--- src/rtl/hazard_stall_controller_if.sv ---
// Hazard/stall controller bus: pipeline-side hazard information in, pipeline control out.
// The master modport is the pipeline side; the slave modport is the controller side.
// stall_cycles/flush_count carry data only when HAZARD_PERF_CNT_EN is defined.
interface hazard_stall_controller_if #(
    parameter int unsigned AddressSize = 5,
    parameter int unsigned PerfCntW    = 32
) ();
    logic [AddressSize-1:0] id_rs1;
    logic [AddressSize-1:0] id_rs2;
    logic                   id_use_rs1;
    logic                   id_use_rs2;
    logic                   id_is_branch;
    logic                   branch_taken;
    logic [AddressSize-1:0] ex_rd;
    logic                   ex_reg_write;
    logic                   ex_mem_read;
    logic [AddressSize-1:0] mem_rd;
    logic                   mem_mem_read;
    logic                   ext_stall;
    logic                   pc_write_en;
    logic                   ifid_write_en;
    logic                   idex_bubble;
    logic                   ifid_flush;
    logic [PerfCntW-1:0]    stall_cycles;
    logic [PerfCntW-1:0]    flush_count;

    modport master (
        output id_rs1, id_rs2, id_use_rs1, id_use_rs2, id_is_branch, branch_taken,
        output ex_rd, ex_reg_write, ex_mem_read, mem_rd, mem_mem_read, ext_stall,
        input  pc_write_en, ifid_write_en, idex_bubble, ifid_flush, stall_cycles, flush_count
    );

    modport slave (
        input  id_rs1, id_rs2, id_use_rs1, id_use_rs2, id_is_branch, branch_taken,
        input  ex_rd, ex_reg_write, ex_mem_read, mem_rd, mem_mem_read, ext_stall,
        output pc_write_en, ifid_write_en, idex_bubble, ifid_flush, stall_cycles, flush_count
    );
endinterface

--- src/rtl/hazard_stall_controller.sv ---
// Hazard stall controller for the 5-stage pipeline.
// Detects load-use and ID-branch-compare hazards that forwarding cannot resolve, holds PC and
// IF/ID while inserting ID/EX bubbles, freezes on external memory stall and squashes IF/ID on
// a taken branch. Outputs are combinational so a stall acts in the cycle it is detected.
// Optional performance counters are enabled by defining HAZARD_PERF_CNT_EN.
module hazard_stall_controller #(
    parameter int unsigned AddressSize = 5,
    parameter int unsigned PerfCntW    = 32
) (
    input  logic                       clk,
    input  logic                       arst,
    hazard_stall_controller_if.slave   bus
);

    typedef enum logic [0:0] {StRun, StStall} state_e;

    state_e     r_state;
    state_e     w_state_next;
    logic [1:0] r_cnt;
    logic [1:0] w_cnt_next;

    logic       w_ex_match;
    logic       w_mem_match;
    logic [1:0] w_need;

    logic       w_pc_write_en;
    logic       w_ifid_write_en;
    logic       w_idex_bubble;
    logic       w_ifid_flush;

    logic [AddressSize-1:0] w_ex_rd;
    logic [AddressSize-1:0] w_mem_rd;

    assign w_ex_rd  = bus.ex_rd;
    assign w_mem_rd = bus.mem_rd;

    // Register x0 never carries a dependency.
    always_comb begin
        w_ex_match  = (w_ex_rd != '0) &&
                      ((w_ex_rd == bus.id_rs1 && bus.id_use_rs1) ||
                       (w_ex_rd == bus.id_rs2 && bus.id_use_rs2));
        w_mem_match = (w_mem_rd != '0) &&
                      ((w_mem_rd == bus.id_rs1 && bus.id_use_rs1) ||
                       (w_mem_rd == bus.id_rs2 && bus.id_use_rs2));
    end

    // Number of bubbles the ID instruction needs; a branch on a load needs two.
    always_comb begin
        w_need = 2'd0;
        if (bus.ex_mem_read && bus.ex_reg_write && w_ex_match && bus.id_is_branch) begin
            w_need = 2'd2;
        end else if (bus.ex_mem_read && bus.ex_reg_write && w_ex_match) begin
            w_need = 2'd1;
        end else if (bus.id_is_branch && bus.ex_reg_write && w_ex_match) begin
            w_need = 2'd1;
        end else if (bus.id_is_branch && bus.mem_mem_read && w_mem_match) begin
            w_need = 2'd1;
        end
    end

    // Next-state and control outputs; ext_stall overrides hazards, hazards override flush.
    always_comb begin
        w_state_next    = r_state;
        w_cnt_next      = r_cnt;
        w_pc_write_en   = 1'b1;
        w_ifid_write_en = 1'b1;
        w_idex_bubble   = 1'b0;
        w_ifid_flush    = 1'b0;

        if (arst) begin
            w_pc_write_en   = 1'b0;
            w_ifid_write_en = 1'b0;
            w_idex_bubble   = 1'b1;
        end else if (bus.ext_stall) begin
            w_pc_write_en   = 1'b0;
            w_ifid_write_en = 1'b0;
        end else begin
            unique case (r_state)
                StRun: begin
                    if (w_need != 2'd0) begin
                        w_pc_write_en   = 1'b0;
                        w_ifid_write_en = 1'b0;
                        w_idex_bubble   = 1'b1;
                        w_cnt_next      = w_need - 2'd1;
                        w_state_next    = (w_need == 2'd2) ? StStall : StRun;
                    end else begin
                        w_ifid_flush = bus.branch_taken;
                    end
                end
                StStall: begin
                    // Hazard inputs and branch_taken are not looked at here.
                    w_pc_write_en   = 1'b0;
                    w_ifid_write_en = 1'b0;
                    w_idex_bubble   = 1'b1;
                    w_cnt_next      = (r_cnt == 2'd0) ? 2'd0 : r_cnt - 2'd1;
                    if (r_cnt <= 2'd1) begin
                        w_state_next = StRun;
                    end
                end
                default: begin
                    w_state_next = StRun;
                    w_cnt_next   = 2'd0;
                end
            endcase
        end
    end

    // State and remaining-bubble counter.
    always_ff @(posedge clk or posedge arst) begin
        if (arst) begin
            r_state <= StRun;
            r_cnt   <= 2'd0;
        end else begin
            r_state <= w_state_next;
            r_cnt   <= w_cnt_next;
        end
    end

    assign bus.pc_write_en   = w_pc_write_en;
    assign bus.ifid_write_en = w_ifid_write_en;
    assign bus.idex_bubble   = w_idex_bubble;
    assign bus.ifid_flush    = w_ifid_flush;

`ifdef HAZARD_PERF_CNT_EN
    logic [PerfCntW-1:0] r_stall_cycles;
    logic [PerfCntW-1:0] r_flush_count;

    // Performance counters; wrap naturally, frozen by ext_stall.
    always_ff @(posedge clk or posedge arst) begin
        if (arst) begin
            r_stall_cycles <= '0;
            r_flush_count  <= '0;
        end else begin
            if (w_idex_bubble && !bus.ext_stall) begin
                r_stall_cycles <= r_stall_cycles + 1'b1;
            end
            if (w_ifid_flush) begin
                r_flush_count <= r_flush_count + 1'b1;
            end
        end
    end

    assign bus.stall_cycles = r_stall_cycles;
    assign bus.flush_count  = r_flush_count;
`else
    assign bus.stall_cycles = {PerfCntW{1'b0}};
    assign bus.flush_count  = {PerfCntW{1'b0}};
`endif

endmodule

--- src/flat_wrapper.sv ---
// flat-port wrapper written by rule: the top's interface ports become plain ports
module hazard_stall_controller_flat 
#(
    parameter int unsigned AddressSize = 5,
    parameter int unsigned PerfCntW    = 32
)
  (clk, arst, bus_id_rs1, bus_id_rs2, bus_id_use_rs1, bus_id_use_rs2, bus_id_is_branch, bus_branch_taken, bus_ex_rd, bus_ex_reg_write, bus_ex_mem_read, bus_mem_rd, bus_mem_mem_read, bus_ext_stall, bus_pc_write_en, bus_ifid_write_en, bus_idex_bubble, bus_ifid_flush, bus_stall_cycles, bus_flush_count);
  hazard_stall_controller_if #(.AddressSize(AddressSize), .PerfCntW(PerfCntW)) bus_i ();
  input  logic clk;
  input  logic arst;
  input wire logic [$bits(bus_i.id_rs1)-1:0] bus_id_rs1;
  input wire logic [$bits(bus_i.id_rs2)-1:0] bus_id_rs2;
  input wire logic [$bits(bus_i.id_use_rs1)-1:0] bus_id_use_rs1;
  input wire logic [$bits(bus_i.id_use_rs2)-1:0] bus_id_use_rs2;
  input wire logic [$bits(bus_i.id_is_branch)-1:0] bus_id_is_branch;
  input wire logic [$bits(bus_i.branch_taken)-1:0] bus_branch_taken;
  input wire logic [$bits(bus_i.ex_rd)-1:0] bus_ex_rd;
  input wire logic [$bits(bus_i.ex_reg_write)-1:0] bus_ex_reg_write;
  input wire logic [$bits(bus_i.ex_mem_read)-1:0] bus_ex_mem_read;
  input wire logic [$bits(bus_i.mem_rd)-1:0] bus_mem_rd;
  input wire logic [$bits(bus_i.mem_mem_read)-1:0] bus_mem_mem_read;
  input wire logic [$bits(bus_i.ext_stall)-1:0] bus_ext_stall;
  output wire logic [$bits(bus_i.pc_write_en)-1:0] bus_pc_write_en;
  output wire logic [$bits(bus_i.ifid_write_en)-1:0] bus_ifid_write_en;
  output wire logic [$bits(bus_i.idex_bubble)-1:0] bus_idex_bubble;
  output wire logic [$bits(bus_i.ifid_flush)-1:0] bus_ifid_flush;
  output wire logic [$bits(bus_i.stall_cycles)-1:0] bus_stall_cycles;
  output wire logic [$bits(bus_i.flush_count)-1:0] bus_flush_count;
  assign bus_i.id_rs1 = bus_id_rs1;
  assign bus_i.id_rs2 = bus_id_rs2;
  assign bus_i.id_use_rs1 = bus_id_use_rs1;
  assign bus_i.id_use_rs2 = bus_id_use_rs2;
  assign bus_i.id_is_branch = bus_id_is_branch;
  assign bus_i.branch_taken = bus_branch_taken;
  assign bus_i.ex_rd = bus_ex_rd;
  assign bus_i.ex_reg_write = bus_ex_reg_write;
  assign bus_i.ex_mem_read = bus_ex_mem_read;
  assign bus_i.mem_rd = bus_mem_rd;
  assign bus_i.mem_mem_read = bus_mem_mem_read;
  assign bus_i.ext_stall = bus_ext_stall;
  assign bus_pc_write_en = bus_i.pc_write_en;
  assign bus_ifid_write_en = bus_i.ifid_write_en;
  assign bus_idex_bubble = bus_i.idex_bubble;
  assign bus_ifid_flush = bus_i.ifid_flush;
  assign bus_stall_cycles = bus_i.stall_cycles;
  assign bus_flush_count = bus_i.flush_count;
  hazard_stall_controller #(.AddressSize(AddressSize), .PerfCntW(PerfCntW)) u_core (.clk(clk), .arst(arst), .bus(bus_i));
endmodule
--- config.mk ---
export PLATFORM = sky130hd
export DESIGN_NAME = hazard_stall_controller_flat
export DESIGN_NICKNAME = d
export VERILOG_FILES = /design/src/rtl/hazard_stall_controller_if.sv /design/src/rtl/hazard_stall_controller.sv /design/src/flat_wrapper.sv
export SDC_FILE = /design/constraint.sdc
export NUM_CORES = 1
export LEC_CHECK = 0
export ABC_CLOCK_PERIOD_IN_PS = 2900
export CORE_MARGIN = 4
export CORE_UTILIZATION = 30
export CTS_CLUSTER_DIAMETER = 150
export DETAILED_ROUTE_END_ITERATION = 8
export PLACE_DENSITY = 0.81
export RECOVER_POWER = 50
export SLEW_MARGIN = 20
export SYNTH_ARGS = -nofsm -noshare
export SYNTH_HDL_FRONTEND = slang
export SYNTH_SLANG_ARGS = --single-unit
--- constraint.sdc ---
create_clock -name clk -period 2.9 [get_ports clk]
set_input_delay 0.58 -clock clk [delete_from_list [all_inputs] [get_ports clk]]
set_output_delay 0.58 -clock clk [all_outputs]
set_load 0.01 [all_outputs]
Word-level counts from Yosys, hierarchy flattened
Cells that the tools add are included.
Widths: inputs -> output; s select.
{ "word_totals": {"reg_bits": 3} }
{ "op_classes": {"n_addsub": 2, "n_lt_le_gt_ge": 1, "n_eq_ne": 6, "n_mux": 23, "n_bitwise": 3, "n_reduce_logical": 21} }
{ "op_table": {"columns": ["cell", "n"], "rows": [
  ["$eq 5x5->1", 4],
  ["$mux 1", 14],
  ["$logic_and 1x1->1", 13],
  ["$mux 2", 5],
  ["$reduce_bool 5->1", 2],
  ["$pmux 1 s2", 3],
  ["$pmux 2 s2", 1],
  ["$sub 2x1->2 const B", 2],
  ["$not 1->1", 3],
  ["$reduce_and 3->1", 1],
  ["$eq 2x2->1 const B", 1],
  ["$le 2x1->1 const B", 1],
  ["$logic_not 2->1", 1],
  ["$logic_or 1x1->1", 2],
  ["$ne 2x1->1 const B", 1],
  ["$reduce_and 2->1", 1],
  ["$reduce_bool 2->1", 1]
]} }

Longest topological paths before layout
Gate-level depths: netlist of the first run.
{ "depth": {"word_depth": 14, "depth_mapped": 10, "depth_no_buf": 10} }

Worst setup path before layout of the first run
No wires, ideal clock.
{ "synth_timing": {"path_type": "input-to-output", "start": "input port bus_ex_rd[0]", "end": "output port bus_pc_write_en", "arrival_time_ps": 2202, "path_slack_ps": 118, "path_stages": 9, "cell_sequence": "or4_4 -> o21ai_2 -> nor2_1 -> nand2_1 -> a21o_1 -> ha_1 -> nor2b_1 -> and2_1 -> buf_4"} }
{ "synth_via": {"elab_chain_len": 13} }
{ "synth_rtl": {"columns": ["item", "line", "text"], "rows": [
  ["start, declared", "flat_wrapper.sv:17", "input wire logic [$bits(bus_i.ex_rd)-1:0] bus_ex_rd;"],
  ["$eq 5x5->1, on equally long branches", "hazard_stall_controller.sv:40, hazard_stall_controller.sv:41", null],
  ["$logic_and 1x1->1, on equally long branches", "hazard_stall_controller.sv:40, hazard_stall_controller.sv:41", null],
  ["$logic_or 1x1->1", "hazard_stall_controller.sv:40", "((w_ex_rd == bus.id_rs1 && bus.id_use_rs1) ||"],
  ["$logic_and 1x1->1 (*)", "hazard_stall_controller.sv:39", "w_ex_match = (w_ex_rd != '0) &&"],
  ["$logic_and 1x1->1", "hazard_stall_controller.sv:54", "end else if (bus.id_is_branch && bus.ex_reg_write && w_ex_match) begin"],
  ["$mux 2", "hazard_stall_controller.sv:54", null],
  ["$mux 2", "hazard_stall_controller.sv:52", "end else if (bus.ex_mem_read && bus.ex_reg_write && w_ex_match) begin"],
  ["$mux 2 (*)", "hazard_stall_controller.sv:50", "if (bus.ex_mem_read && bus.ex_reg_write && w_ex_match && bus.id_is_branch) begin"],
  ["$reduce_bool 2->1 (*)", "hazard_stall_controller.sv:80", "if (w_need != 2'd0) begin"],
  ["$mux 1 (*)", null, null],
  ["$pmux 1 s2 (*)", null, null],
  ["$mux 1 (*) (2 in a row)", null, null],
  ["end, declared", "flat_wrapper.sv:23", "output wire logic [$bits(bus_i.pc_write_en)-1:0] bus_pc_write_en;"]
]} }
Every way passes the cells marked *; elsewhere a longest branch is shown, timed or not.

Final worst setup path of the first run
{ "layout_timing": {"start": "input port bus_ex_rd[2]", "end": "output port bus_ifid_flush"} }
{ "layout_via": {"elab_chain_len": 13} }
{ "layout_rtl": {"columns": ["item", "line", "text"], "rows": [
  ["$eq 5x5->1, on equally long branches", "hazard_stall_controller.sv:40, hazard_stall_controller.sv:41", null],
  ["$logic_and 1x1->1, on equally long branches", "hazard_stall_controller.sv:40, hazard_stall_controller.sv:41", null],
  ["$logic_or 1x1->1", "hazard_stall_controller.sv:40", null],
  ["$logic_and 1x1->1 (*)", "hazard_stall_controller.sv:39", null],
  ["$logic_and 1x1->1", "hazard_stall_controller.sv:54", null],
  ["$mux 2", "hazard_stall_controller.sv:54", null],
  ["$mux 2", "hazard_stall_controller.sv:52", null],
  ["$mux 2 (*)", "hazard_stall_controller.sv:50", null],
  ["$reduce_bool 2->1 (*)", "hazard_stall_controller.sv:80", null],
  ["$mux 1 (*)", "hazard_stall_controller.sv:80", null],
  ["$mux 1 (*)", "hazard_stall_controller.sv:78", "unique case (r_state)"],
  ["$mux 1 (*)", "hazard_stall_controller.sv:74", "end else if (bus.ext_stall) begin"],
  ["$mux 1 (*)", "hazard_stall_controller.sv:70", "if (arst) begin"],
  ["end, declared", "flat_wrapper.sv:26", "output wire logic [$bits(bus_i.ifid_flush)-1:0] bus_ifid_flush;"]
]} }
Marked as above.

==> flow_summary.yaml, run 1 <==
run_status:
  status: "finished, final reports clean"
critical_path:
  r2r_setup_slack_ns: 1.79
  critPathTopFamily: "simple AND/OR/NAND/NOR gates"
  reg2reg_depth: 4
  crit_chain: "buf_8 > or4_4 > o21ai_4 > nor2_1 > nand2_1 > a21o_1 > ha_2 > nor2b_4 > and3_4 > buf_6"
  cpPeakStageDelay_ns: 0.55
  crit_buf_inv: 2
  cp_max_fo: 4
  crit_path_start_kind: "input port"
  rr_startpoint: "u_core.r_state"
  r2r-end: "u_core.r_cnt[0]"
  path_class: "input port to primary output"
  cp-end-kind: "primary output"
  cp.required_ns: 2.32
  cpMaxStageDelayCell: "or4_4"
  cp.arrival_ns: 2.32
cts:
  clk_pin_slew_ns: 0.04
  cts_max_level: 1
  numCtsBuffers: 3
  clockRootBuffer: "clkbuf_4"
  cts_sinks: 3
  clock_latency_ns: 0.23
  cts_tree: "built"
  cts_buffer_depth: 2
  cts_hold_buf: 0
finish:
  synthToLayoutAreaGrowth_pct: 29.4
  n_antenna_cell: 0
  drive_gt1_share_pct: 29.1
  fin_nets: 215
  final_util_pct: 41.3
floorplan:
  die_w_um: 65.7
  dieArea_um2: 4320
  io_pins: 98
  coreArea_um2: 3130
  rows: 20
  initial_utilization_pct: 31.9
  die_y_um: 65.7
drt:
  routed_via_density: 3.58
  detail_route.wl_per_cell_um: 10.4
  final_antenna_net_count: 0
  drt-initial-drc-count: 14
  drtPass1Iterations: 3
  drc: 0
  routed_wl_um: 2340
  routed-via-count: 809
grt:
  grtUsageMet3_pct: 2.05
  gr-usage-met1_pct: 9.10
  grt_use_met2_pct: 18.6
  grt_pass1_wl_um: 3210
  grt_busiest_layer: "met2"
  grt_pass1_vias: 768
  grt_max_degree: 8
  track_usage_pct: 9.36
  grt_overflow_total: 0
  grt_antenna_before_repair: 0
sta:
  finalHoldViolCount: 0
  finalCriticalPeriod_ns: 2.90
  max_freq_mhz: 345
  rsz0062_at_grt: "true"
  setup_viol: 0
  drv_slew: 0
  period_share_pct: 99.9
  fin_skew_ns: 0.000869
  setup_tns_ns: 0
min_path:
  hold_end: "u_core.r_cnt[1]"
  holdPathStages: 2
  hp-class: "flip-flop to flip-flop"
  min_from: "u_core.r_cnt[0]"
yosys:
  yosysWarnings: 0
  synth_area_um2: 998
  synth_cells: 132
  ys_seq_area_share_pct: 7.52
  synth.distinct_cells: 25
  synth.avg_cell_area_um2: 7.56
  synth-seq-cells: 3
power:
  sequentialPowerShare_pct: 18.9
  vdd_drop_max_uv: 126
  internal-power_w: 0.000181
  leakage_nw: 0.673
  pwr-share-clk_pct: 23.6
  swShare_pct: 40.1
  pwr-share-comb_pct: 57.4
  p_per_area_nw_per_um2: 235
  p_switching_w: 0.000122
placement:
  hpwl_um: 1910
  finalWeightedCongestion: 0.823
  numPortBuffers: 33
job:
  maxCapViolations: 0
[worst max-delay path by stage]
stage	from	end	slack (ns)	cells after the start
floorplan	bus_ex_rd[0]	bus_pc_write_en	0.12	9
global placement	bus_ex_rd[0]	bus_ifid_flush	-0.79	10
detailed placement	bus_ex_rd[0]	bus_ifid_flush	-0.85	10
CTS	bus_mem_rd[3]	bus_ifid_flush	0.001	8
global route	bus_id_rs1[4]	bus_ifid_flush	-0.11	10
finish	bus_ex_rd[2]	bus_ifid_flush	0.004	10
[power groups by stage]
| stage | sequential, W | clock (W) | combinational (W) |
|---|---|---|---|
| 2_1_floorplan | 0.0000563 | 0 | 0.000156 |
| 3_3_place_gp | 0.0000570 | 0 | 0.000164 |
| 3_5_place_dp | 0.0000571 | 0 | 0.000166 |
| 4_1_cts | 0.0000571 | 0.0000774 | 0.000162 |
| 5_1_grt | 0.0000582 | 0.0000857 | 0.000191 |
| 6_report | 0.0000574 | 0.0000717 | 0.000174 |
[metrics by stage]
stage	cells	setup WS [ns]	cell area (µm²)	power [W]	hold WS (ns)
final	226	0.00362	1290	0.000303	0.572
after global routing	226	-0.114	1290	0.000335	0.615
after CTS	225	0.00126	1260	0.000297	0.563
after detailed placement	220	-0.850	1230	0.000223	0.571
after global placement	220	-0.794	1230	0.000221	0.560
after floorplan	195	0.118	1230	0.000212	0.339
[worst register-to-register path: cells and delay by family, from the launching register on]
family / cells / cell delay, ns
and+or+nand+nor: 1 / 0.08
DFF: 1 / 0.47
AOI/OAI and AO/OA: 3 / 0.44
[what timing repair did]
item / CTS / global route
pin swaps: 11 / 25
setup buffers: 1 / 1
endpoints found under the setup margin: 4 / 4
gates cloned: 0 / 0
resized for setup: 66 / 35
[cell families after synthesis]
| family | count (synthesis) | share of synthesized area [%] |
|---|---|---|
| adders and majority gates | 2 | 2.51 |
| xor gates and xnor gates | 20 | 17.5 |
| DFF | 3 | 7.52 |
| AOI/OAI and AO/OA | 14 | 8.90 |
| other | 1 | 0.376 |
| buffers and inverters | 68 | 50.0 |
| and+or+nand+nor | 24 | 13.2 |
[synthesized netlist by cell type]
cell       number  area [µm²]
nand3_1         1        5.00
o21ai_2         1        8.76
nand4_1         4        25.0
ha_1            2        25.0
and2_1          1        6.26
a21oi_1         3        15.0
a31oi_1         1        6.26
or4_4           1        11.3
a31o_1          1        8.76
and3_1          1        6.26
dfrtp_1         3        75.1
a21o_1          1        7.51
buf_4          65         488
o22ai_1         3        18.8
nor2b_1         1        6.26
or4_1           1        7.51
nor3b_2         1        12.5
or2_2           1        6.26
o2111ai_1       1        8.76
o21ai_0         3        15.0
inv_1           3        11.3
xnor2_1        20         175
nor2_1          5        18.8
conb_1          1        3.75
nand2_1         7        26.3
[final cells by class]
type                    count  area (µm²)
inverters                   3        11.3
fillers                   350        1840
repair buffers             48         384
multi-input cells         124         741
flip-flops and latches      3        75.1
clock buffers               4        26.3
well taps                  44        55.1
[state kept, by name, indices dropped and copies added, names as in the netlist]
| signal | cells |
|---|---|
| u_core.r_state | 1 |
| u_core.r_cnt | 2 |
[layout by cell type (no fill, tap or decap), types with 2 or more instances in the layout]
cell type and instances:
a21oi_1 3, buf_2 5, buf_4 15, buf_6 4, clkbuf_2 9, clkbuf_4 3, clkdlybuf4s15_1 2, clkdlybuf4s50_1 6
conb_1 64, dfrtp_1 3, dlygate4sd2_1 3, dlymetal6s2s_1 2, inv_1 3, nand2_1 7, nand4_1 4, nor2_1 5
o21ai_0 2, o22ai_2 2, or4_4 2, xnor2_1 17, xnor2_2 3
[metal layers]
layer	share of wire, %	wire length [µm]	vias up
met1	32	761	357
li1	-	-	404
met3	9.4	220	2
met5	0	0	-
met2	57	1340	46
met4	0.98	23	0
(Power assumes the default switching activity.)
==> run 2: changes to the inputs <==
--- a/config.mk
+++ b/config.mk
@@ -6,6 +6,7 @@
 export NUM_CORES = 1
 export LEC_CHECK = 0
 export ABC_CLOCK_PERIOD_IN_PS = 2900
+export CORE_ASPECT_RATIO = 0.7
 export CORE_MARGIN = 4
 export CORE_UTILIZATION = 30
 export CTS_CLUSTER_DIAMETER = 150
==> constraint.sdc (replaced) <==
create_clock -name clk -period 2.9 [get_ports clk]
set_input_delay 0.58 -clock clk [delete_from_list [all_inputs] [get_ports clk]]
set_output_delay 0.58 -clock clk [all_outputs]
set_load 0.005 [all_outputs]
==> flow_summary.yaml, run 2 (synthesis results as in run 1) <==
power:
  pwr-share-comb_pct: 46.9
  swShare_pct: 33.5
  pwr-share-clk_pct: 35.9
  vdd_drop_max_uv: 126
  sequentialPowerShare_pct: 17.2
  p_switching_w: 0.000114
  internal-power_w: 0.000226
  leakage_nw: 0.694
  p_per_area_nw_per_um2: 256
drt:
  routed_wl_um: 2510
  final_antenna_net_count: 0
  drc: 0
  drt-initial-drc-count: 19
  drtPass1Iterations: 4
  routed-via-count: 832
  detail_route.wl_per_cell_um: 11.3
  routed_via_density: 3.75
sta:
  whs_ns: 0.592
  rsz0062_at_grt: "true"
  max_freq_mhz: 348
  finalCriticalPeriod_ns: 2.87
  period_share_pct: 99.1
  finalHoldViolCount: 0
  setup_viol: 0
  fin_skew_ns: 0.00183
  fin_ws_ns: 0.0265
  drv_slew: 0
critical_path:
  cp-end-kind: "primary output"
  cp_max_fo: 4
  cp.arrival_ns: 2.29
  path_class: "input port to primary output"
  reg2reg_depth: 4
  cp.required_ns: 2.32
  crit_path_start_kind: "input port"
finish:
  drive_gt1_share_pct: 32.1
  largest_reg_flops: 2
  fillCellCount: 337
  fin_nets: 217
  final_cells: 222
  synthToLayoutAreaGrowth_pct: 33.0
  final_cell_mix: "conb_1, buf_4, xnor2_1, clkbuf_2"
  final_util_pct: 41.9
  layout_commonest_cell: "conb_1"
  n_antenna_cell: 0
  largestRegisters: "u_core.r_cnt x2, u_core.r_state x1"
  top_register: "u_core.r_cnt"
run_status:
  status: "finished, final reports clean"
floorplan:
  die_w_um: 77.0
  die_y_um: 56.3
  coreArea_um2: 3170
  rows: 17
  dieArea_um2: 4330
  io_pins: 98
  initial_utilization_pct: 31.5
grt:
  track_usage_pct: 10.3
  grt_antenna_before_repair: 0
  grt_overflow_total: 0
  grt_pass1_wl_um: 3620
  grt_pass1_vias: 797
  grt_max_degree: 8
min_path:
  hp-class: "flip-flop to flip-flop"
  holdPathStages: 2
cts:
  cts_buffer_depth: 2
  cts_sinks: 3
  clk_pin_slew_ns: 0.03
  clock_latency_ns: 0.22
  clockRootBuffer: "clkbuf_8"
  cts_hold_buf: 0
  numCtsBuffers: 3
  cts_tree: "built"
  cts_max_level: 1
job:
  maxCapViolations: 0
placement:
  pre_cts_ws_ns: -0.886
  finalWeightedCongestion: 0.787
  dp_cells: 212
  hpwl_um: 2030
  numPortBuffers: 33
==> run 2: changes by cell type in the layout (fill, tap and decap cells not counted), moves of 2 or more <==
cell / before / now
xnor2_2: 3 / 5
buf_4: 15 / 17
xnor2_1: 17 / 15
clkbuf_4: 3 / 0
dlygate4sd2_1: 3 / 0
clkbuf_8: 0 / 3
==> run 2: layout make-up <==
| class | count | area (µm²) | area share, % |
|---|---|---|---|
| well taps | 38 | 47.5 | 3.58 |
| flip-flops and latches | 3 | 75.1 | 5.66 |
| multi-input cells | 124 | 757 | 57.0 |
| repair buffers | 50 | 392 | 29.5 |
| inverters | 3 | 11.3 | 0.848 |
| clock buffers | 4 | 45.0 | 3.39 |
==> run 2: repair_timing <==
| action | CTS | global route |
|---|---|---|
| setup buffers | 5 | 1 |
| endpoints found under the setup margin | 4 | 4 |
| resized for setup | 67 | 45 |
| pin swaps | 15 | 25 |
==> run 2: critical path, stage by stage <==
cell     delay (ns)
buf_8          0.10
or4_4          0.54
o21ai_4        0.18
nor2_1         0.07
nand2_1        0.07
a21o_1         0.19
ha_4           0.15
nor2b_4        0.16
and3_1         0.15
buf_2          0.10
==> run 2: worst paths after layout <==
check / slack, ns / start / endpoint
hold / removal: 0.59 / u_core.r_cnt[0] / u_core.r_cnt[1]
max in group asynchronous: 2.02 / arst / u_core.r_cnt[1]
setup / recovery: 0.03 / bus_ex_rd[2] / bus_ifid_flush
setup reg to reg: 1.75 / u_core.r_state / u_core.r_cnt[0]
min in group asynchronous: 0.73 / arst / u_core.r_cnt[0]
hold reg to reg: 0.59 / u_core.r_cnt[0] / u_core.r_cnt[1]
==> run 2: power by group through the flow <==
stage	registers, W	logic, W	clock network [W]
CTS	0.0000577	0.000144	0.000126
finish	0.0000583	0.000159	0.000122
global route	0.0000590	0.000175	0.000133
global placement	0.0000576	0.000145	0
detailed placement	0.0000575	0.000148	0
floorplan	0.0000563	0.000135	0
==> run 2: stage by stage <==
stage	total power (W)	TNS [ns]	cell area [µm²]
after floorplan	0.000191	0	1230
after global placement	0.000203	-3.44	1210
after detailed placement	0.000205	-3.70	1210
after CTS	0.000327	0	1270
after global routing	0.000367	-0.130	1330
final	0.000339	0	1330
==> run 2: metal layers <==
| layer | share of wire, % | routed length [µm] | global-route usage (%) | vias up |
|---|---|---|---|---|
| li1 | - | - | - | 404 |
| met1 | 36 | 890 | 11.4 | 378 |
| met2 | 55 | 1380 | 19.7 | 48 |
| met3 | 9.1 | 229 | 2.72 | 2 |
| met4 | 0.32 | 8 | 2.07 | 0 |
| met5 | 0 | 0 | 0 | - |
==> run 3: changes to the inputs <==
--- a/config.mk
+++ b/config.mk
@@ -6,7 +6,7 @@
 export NUM_CORES = 1
 export LEC_CHECK = 0
 export ABC_CLOCK_PERIOD_IN_PS = 2900
-export CORE_ASPECT_RATIO = 0.7
+export CORE_ASPECT_RATIO = 0.6
 export CORE_MARGIN = 4
 export CORE_UTILIZATION = 30
 export CTS_CLUSTER_DIAMETER = 150
==> flow_summary.yaml, run 3 (synthesis results as in run 1) <==
power:
  finalPower_w: 0.000341
  leakage_nw: 0.711
  vdd_drop_max_uv: 116
  p_per_area_nw_per_um2: 254
sta:
  finalHoldViolCount: 0
  fin_ws_ns: 0.0734
  setup_viol: 0
  max_freq_mhz: 354
  finalCriticalPeriod_ns: 2.83
  setup_tns_ns: 0
  fin_skew_ns: 0.000403
  period_share_pct: 97.5
  drv_slew: 0
  rsz0062_at_grt: "true"
drt:
  drc: 0
  drt-initial-drc-count: 16
  routed-via-count: 826
  detail_route.wl_per_cell_um: 11.6
  final_antenna_net_count: 0
  routed_wl_um: 2630
  drtPass1Iterations: 4
  routed_via_density: 3.64
grt:
  grt_max_degree: 8
  grt_pass1_vias: 766
  grt_pass1_wl_um: 3530
  track_usage_pct: 10.9
  grt_antenna_before_repair: 0
  grt_overflow_total: 0
finish:
  largest_reg_flops: 2
  seqCellArea_um2: 75.1
  drive_gt1_share_pct: 33.5
  final_cells: 227
  fillCellCount: 318
  largestRegisters: "u_core.r_cnt x2, u_core.r_state x1"
  n_antenna_cell: 0
  fin_nets: 218
  synthToLayoutAreaGrowth_pct: 34.6
  multiInputGateArea_um2: 776
  top_register: "u_core.r_cnt"
  final_cell_mix: "conb_1, buf_4, xnor2_1, clkbuf_2, buf_2"
  layout_commonest_cell: "conb_1"
  design_area_um2: 1340
critical_path:
  cp_max_fo: 4
  r2r-end: "u_core.r_cnt[0]"
  cp.arrival_ns: 2.25
  crit_path_start_kind: "input port"
  reg2reg_depth: 4
  cpMaxStageDelayCell: "or4_4"
  rr_startpoint: "u_core.r_state"
  r2r_setup_slack_ns: 1.79
  cp-end-kind: "primary output"
  cpPeakStageDelay_ns: 0.53
  crit_chain: "buf_6 > or4_4 > o21ai_4 > nor2_1 > nand2_1 > a21o_1 > ha_4 > nor2b_4 > and3_1 > buf_2"
  path_class: "input port to primary output"
  cp.required_ns: 2.32
run_status:
  status: "finished, final reports clean"
min_path:
  hold_end: "u_core.r_cnt[1]"
  min_from: "u_core.r_cnt[1]"
  holdPathStages: 2
  hp-class: "flip-flop to flip-flop"
placement:
  numPortBuffers: 33
  pre_cts_ws_ns: -0.849
  dp_cells: 217
  hpwl_um: 2090
  place_area_um2: 1220
  finalWeightedCongestion: 0.791
cts:
  clockRootBuffer: "clkbuf_8"
  numCtsBuffers: 3
  clk_pin_slew_ns: 0.03
  clock_latency_ns: 0.21
  cts_tree: "built"
  cts_buffer_depth: 2
  cts_sinks: 3
  cts_max_level: 1
  cts_hold_buf: 0
floorplan:
  die_w_um: 82.5
  coreArea_um2: 3020
  die_y_um: 52.7
  initial_utilization_pct: 33.0
  dieArea_um2: 4350
  rows: 15
  io_pins: 98
job:
  maxCapViolations: 0
-- run 3: layout make-up --
| class | instances | area share (%) |
|---|---|---|
| repair buffers | 51 | 28.6 |
| well taps | 42 | 3.91 |
| inverters | 3 | 0.838 |
| clock buffers | 4 | 3.35 |
| flip-flops and latches | 3 | 5.59 |
| multi-input cells | 124 | 57.7 |
-- run 3: where the power goes --
group | total, W | switching (W) | internal, W | leakage, nW
Combinational | 0.000162 | 0.0000808 | 0.0000815 | 0.653
Sequential | 0.0000585 | 0.00000761 | 0.0000509 | 0.0353
Clock | 0.000120 | 0.0000267 | 0.0000937 | 0.0228
-- run 3: how the worst max path moves through the flow --
stage / endpoint / depth (start not counted) / start
6_report: bus_ifid_flush / 10 / bus_ex_rd[0]
4_1_cts: bus_ifid_write_en / 11 / bus_ex_rd[4]
2_1_floorplan: bus_pc_write_en / 8 / bus_ex_rd[0]
3_3_place_gp: bus_ifid_flush / 10 / bus_ex_rd[1]
3_5_place_dp: bus_pc_write_en / 10 / bus_ex_rd[3]
5_1_grt: bus_ifid_flush / 10 / bus_ex_rd[0]
-- run 3: through the flow --
stage | utilization [%] | hold WS [ns]
after floorplan | - | 0.339
after global placement | 40.4 | 0.562
after detailed placement | 40.4 | 0.558
after CTS | 43.9 | 0.566
after global routing | 44.5 | 0.637
final | 44.5 | 0.584
-- run 3: timing repair --
| action | 4_1_cts | 5_1_grt |
|---|---|---|
| pin swaps | 15 | 27 |
| cloned | 0 | 0 |
| buffers inserted | 4 | 2 |
| resized for setup | 70 | 42 |
| endpoints found under the setup margin | 4 | 4 |
-- run 3: worst max-delay path: cells and delay by family --
kind                     cells  cell delay, ns
AND/OR/NAND/NOR              5            0.96
buffers and inverters        2            0.20
adder cells (fa/ha/maj)      1            0.15
AO/OA/AOI/OAI                2            0.34
-- run 3: per-layer routing --
layer  track usage (%)  wire length [µm]  vias up
met5                 0                 0        -
met1              13.9               981      375
li1                  -                 -      407
met3              1.03               214        4
met4              4.97                39        0
met2              18.6              1400       40
